## config.mk

```make
export PLATFORM = sky130hd
export DESIGN_NAME = computation_memory
export DESIGN_NICKNAME = d
export VERILOG_FILES = /design/src/rtl/computation_memory.sv
export SDC_FILE = /design/constraint.sdc
export NUM_CORES = 1
export LEC_CHECK = 0
export CORE_AREA = 3 3 154 156
export CTS_CLUSTER_SIZE = 8
export DETAILED_ROUTE_END_ITERATION = 10
export DIE_AREA = 0 0 157 159
export GPL_TIMING_DRIVEN = 1
export PLACE_DENSITY = 0.73
export SLEW_MARGIN = 30
export SYNTH_ARGS = -nofsm -noshare
export SYNTH_HDL_FRONTEND = slang
export SYNTH_SLANG_ARGS = --single-unit
```

## constraint.sdc

```tcl
create_clock -name clk -period 1.55 [get_ports clk]
set_clock_uncertainty 0.1 [all_clocks]
set_input_delay 0.155 -clock clk [delete_from_list [all_inputs] [get_ports clk]]
set_output_delay 0.155 -clock clk [all_outputs]
set_load 0.01 [all_outputs]
```

## src/rtl/computation_memory.sv

```systemverilog
// computation_memory: operand holding register bank for the convolution
// datapath. Captures a 4x4 A tile and a 3x3 B kernel in one edge on an
// activate request and holds them stable until the next request.
module computation_memory (
    input  logic       clk,
    input  logic       rst,
    input  logic       activate,
    input  logic [7:0] a11_in, a12_in, a13_in, a14_in,
    input  logic [7:0] a21_in, a22_in, a23_in, a24_in,
    input  logic [7:0] a31_in, a32_in, a33_in, a34_in,
    input  logic [7:0] a41_in, a42_in, a43_in, a44_in,
    input  logic [7:0] b11_in, b12_in, b13_in,
    input  logic [7:0] b21_in, b22_in, b23_in,
    input  logic [7:0] b31_in, b32_in, b33_in,
    output logic       activate_done,
    output logic [7:0] a11, a12, a13, a14,
    output logic [7:0] a21, a22, a23, a24,
    output logic [7:0] a31, a32, a33, a34,
    output logic [7:0] a41, a42, a43, a44,
    output logic [7:0] b11, b12, b13,
    output logic [7:0] b21, b22, b23,
    output logic [7:0] b31, b32, b33
);

    typedef enum logic {IDLE, DONE} state_t;

    state_t     r_state;
    logic       r_done;
    logic [7:0] r_a [16];
    logic [7:0] r_b [9];
    logic [7:0] w_a_in [16];
    logic [7:0] w_b_in [9];

    // Gather the individual operand ports into row-major arrays.
    assign w_a_in[0]  = a11_in;  assign w_a_in[1]  = a12_in;
    assign w_a_in[2]  = a13_in;  assign w_a_in[3]  = a14_in;
    assign w_a_in[4]  = a21_in;  assign w_a_in[5]  = a22_in;
    assign w_a_in[6]  = a23_in;  assign w_a_in[7]  = a24_in;
    assign w_a_in[8]  = a31_in;  assign w_a_in[9]  = a32_in;
    assign w_a_in[10] = a33_in;  assign w_a_in[11] = a34_in;
    assign w_a_in[12] = a41_in;  assign w_a_in[13] = a42_in;
    assign w_a_in[14] = a43_in;  assign w_a_in[15] = a44_in;
    assign w_b_in[0]  = b11_in;  assign w_b_in[1]  = b12_in;
    assign w_b_in[2]  = b13_in;  assign w_b_in[3]  = b21_in;
    assign w_b_in[4]  = b22_in;  assign w_b_in[5]  = b23_in;
    assign w_b_in[6]  = b31_in;  assign w_b_in[7]  = b32_in;
    assign w_b_in[8]  = b33_in;

    // Capture FSM: load on the first activate edge in IDLE, then freeze
    // until activate is seen low, which re-arms without clearing data.
    always_ff @(posedge clk or negedge rst) begin
        if (!rst) begin
            r_state <= IDLE;
            r_done  <= 1'b0;
            for (int i = 0; i < 16; i++) r_a[i] <= 8'h00;
            for (int i = 0; i < 9; i++)  r_b[i] <= 8'h00;
        end else begin
            case (r_state)
                IDLE: begin
                    if (activate) begin
                        for (int i = 0; i < 16; i++) r_a[i] <= w_a_in[i];
                        for (int i = 0; i < 9; i++)  r_b[i] <= w_b_in[i];
                        r_done  <= 1'b1;
                        r_state <= DONE;
                    end
                end
                DONE: begin
                    if (!activate) begin
                        r_done  <= 1'b0;
                        r_state <= IDLE;
                    end
                end
                default: begin
                    r_done  <= 1'b0;
                    r_state <= IDLE;
                end
            endcase
        end
    end

    // Drive the output ports straight from the holding registers.
    assign activate_done = r_done;
    assign a11 = r_a[0];   assign a12 = r_a[1];
    assign a13 = r_a[2];   assign a14 = r_a[3];
    assign a21 = r_a[4];   assign a22 = r_a[5];
    assign a23 = r_a[6];   assign a24 = r_a[7];
    assign a31 = r_a[8];   assign a32 = r_a[9];
    assign a33 = r_a[10];  assign a34 = r_a[11];
    assign a41 = r_a[12];  assign a42 = r_a[13];
    assign a43 = r_a[14];  assign a44 = r_a[15];
    assign b11 = r_b[0];   assign b12 = r_b[1];
    assign b13 = r_b[2];   assign b21 = r_b[3];
    assign b22 = r_b[4];   assign b23 = r_b[5];
    assign b31 = r_b[6];   assign b32 = r_b[7];
    assign b33 = r_b[8];

endmodule

```

==> qor.csv <==
stage;metric;value;unit
cts;Clk Tree Root Cell;clkbuf_16;
global_routing;total gr overflow;0;
placed_design;Placed Area;0.0122;mm²
cells_and_area;nets;1082;
job;max_cap viols;0;
cells_and_area;share of layout cells above drive strength 1;30.9;%
timing;pin slew with the least headroom to its limit;0.443;ns
detailed_routing;WL final;21900;µm
cells_and_area;Fillers;1864;
pwr;sw power;3.74;mW
yosys;sequential area share after synthesis;66.3;%
yosys;Synth warnings;0;
worst_setup_path;buffer and inverter count on the worst path;3;
placed_design;HPWL after DPL;16400;µm
pwr;switch share;24.6;%
global_routing;total track usage;16.8;%
detailed_routing;DR DRC count;0;
floorplanning;die area;0.0250;mm²
cells_and_area;Reg area;0.00505;mm²
timing;Final setup viols;0;
cts;Clock Latency Late Sink;0.51;ns
yosys;Distinct cells, synth;8;
worst_setup_path;CP Launch Type;register;
yosys;Yosys reg bits;202;
cells_and_area;fin area;0.0128;mm²
floorplanning;core area;0.0225;mm²
worst_setup_path;worst path cell trace;inv_2 -> ha_4 -> buf_12 -> buf_16 -> mux2_2;
detailed_routing;DRT iter0 DRCs;135;
timing;Final Critical Period;1.55;ns
worst_setup_path;worst reg2reg path startpoint;r_state;
yosys;Synth top area share;66.3;%
global_routing;first-pass GRT wire length;33600;µm
detailed_routing;WL/cell;18.8;µm
cells_and_area;P&R area growth vs syn;68.1;%
worst_setup_path;peak per-stage delay on the critical path;0.39;ns
detailed_routing;via count;5327;
yosys;Syn Area/Cell;17.8;µm²
pwr;Lkg Pwr;5.73;nW
floorplanning;FP Rows;55;
yosys;Net Count, Synth;632;
cells_and_area;area of the multi-input gates;0.00238;mm²
cts;Clock Path Buffers;3;
yosys;Async S/R FF share, synth;100;%
worst_setup_path;R2R depth;5;
timing;fin. max-slew vios;0;
yosys;Synth area leaders;dfrtp_1 (66%), mux2_2 (30%), clkbuf_8 (3.6%);
timing;period utilization;99.7;%
worst_setup_path;critical path type;reg2reg;
cts;clk sink count;202;
cells_and_area;Antenna diodes;0;
yosys;list of most frequent post-synthesis cells;dfrtp_1 (202), mux2_2 (200), clkbuf_8 (20);
global_routing;initial antenna violation count;0;
worst_setup_path;CP delay by family, top;buffers and inverters;
timing;RSZ-0062 raised after global routing;true;
run_status;status;complete, no violations;
placed_design;gpl congestion;0.755;
detailed_routing;vias per std cell;4.58;
cts;H-tree lvl count;1;
detailed_routing;antenna-violating nets left;0;
cts;clock-pin slew on the worst setup and hold paths;0.05;ns
floorplanning;I/O pin cnt;404;
hold_path;Hold Crit Class;in2async;
yosys;Post-Synthesis Cells;428;
detailed_routing;drt pass-1 iters;4;
timing;setup TNS;0;ns
floorplanning;initial core utilization;33.9;%
worst_setup_path;CP Capture Type;register;
pwr;Power, Total;15.2;mW
pwr;Int Pwr;11.5;mW
timing;Max Fclk;647;MHz
timing;relative slew slack;70.4;%
yosys;count leader, synth;dfrtp_1;
yosys;number of flops mapped to enable cells by yosys;0;
timing;final hold vios;0;
worst_setup_path;CP Launch Point;r_state;
placed_design;Port Buffers;403;
pwr;combinational share of power;21.4;%
worst_setup_path;CP max FO;26;
floorplanning;Die W;157;µm
floorplanning;Die H;159;µm
pwr;pwr dens;1190;mW/mm²
worst_setup_path;r2r setup slk;0.005;ns
worst_setup_path;Worst Path Required;1.84;ns
worst_setup_path;R2R Path End;b33[3];
global_routing;vias in the first global route;6015;
cts;CTS tree;yes;
global_routing;largest net degree at the start of global routing;45;
worst_setup_path;arrival time worst endpoint;1.84;ns
yosys;most common flop cell mapped by yosys;dfrtp_1;
pwr;clock network fraction of total power;36.3;%
pwr;peak supply drop;811;µV
timing;WHS;0.0713;ns
yosys;Synth Cell Area;0.00763;mm²
pwr;Reg power frac;42.3;%
worst_setup_path;Crit-path slowest cell;dfrtp_1;
worst_setup_path;CP endpoint;b33[3];
worst_setup_path;Crit path depth;5;
yosys;Yosys top cell by area;dfrtp_1;
cts;Num CTS Buffers;29;
[final cells by class]
cell class | count | share of cell area, %
multi-input combinational | 203 | 18.5
clock inverter | 1 | 0.234
clock buffer | 30 | 5.76
tap | 285 | 2.78
sequential | 202 | 39.4
timing repair buffer | 441 | 33.3
inverter | 1 | 0.0293
[worst register-to-register path: stages (launching register included)]
cell and delay [ns]:
dfrtp_1 0.39, inv_2 0.07, ha_4 0.16, buf_12 0.15, buf_16 0.19, mux2_2 0.37
[cells in the final DEF, fill, tap and decap left out, drive strengths merged]
cell type      synthesis  routed
nand2                  1       1
bufinv                 0       1
dlygate4sd3            0       1
dfrtp                202     202
mux2                 200     200
ha                     1       1
clkdlybuf4s50          0     201
buf                    2      37
o21ai                  1       1
inv                    1       1
dlygate4sd2            0     201
clkbuf                20      31
[through the flow]
step	utilization (%)	worst slack [ns]	cells
final	57.0	0.00465	1163
after global routing	57.0	-0.0515	1163
after CTS	56.4	0.00353	1158
after detailed placement	54.0	-0.280	1126
after global placement	54.0	-0.239	1126
after floorplan	-	0.110	428
[power by group through the flow]
stage | Combinational (mW) | Sequential [mW] | Clock (mW)
after floorplan | 0.896 | 6.89 | 0
after global placement | 3.75 | 6.51 | 0
after detailed placement | 3.78 | 6.54 | 0
after CTS | 3.26 | 6.44 | 5.70
after global routing | 3.51 | 6.55 | 5.91
final | 3.27 | 6.44 | 5.53
[how the worst min path moves through the flow]
stage / start / end / slack, ns
detailed placement: rst / a14[2] / 0.05
floorplan: rst / a11[0] / -0.24
CTS: rst / a13[3] / 0.06
global placement: rst / b33[3] / 0.04
global route: activate / r_state / 0.09
finish: rst / b33[3] / 0.07
[logic make-up after synthesis]
logic type | share of synthesized area (%)
DFF | 66.3
muxes | 29.5
buffers and inverters | 3.95
AOI/OAI and AO/OA | 0.0655
adders and majority gates | 0.164
and+or+nand+nor | 0.0491
[repair_timing]
action / CTS / global route
setup endpoints to repair: 218 / 148
hold buffers: 1 / 0
setup buffers: 0 / 5
pin swaps: 0 / 0
gates cloned: 0 / 0
hold endpoints to repair: 202 / 0
resized for setup: 203 / 27
[per-layer routing]
layer | vias up | wire length (µm) | track usage [%]
met5 | - | 0 | 0
met4 | 0 | 531 | 4.58
met3 | 39 | 2460 | 6.99
met2 | 280 | 11100 | 30.2
met1 | 2622 | 7750 | 18.1
li1 | 2386 | - | -
(Power assumes the default switching activity.)
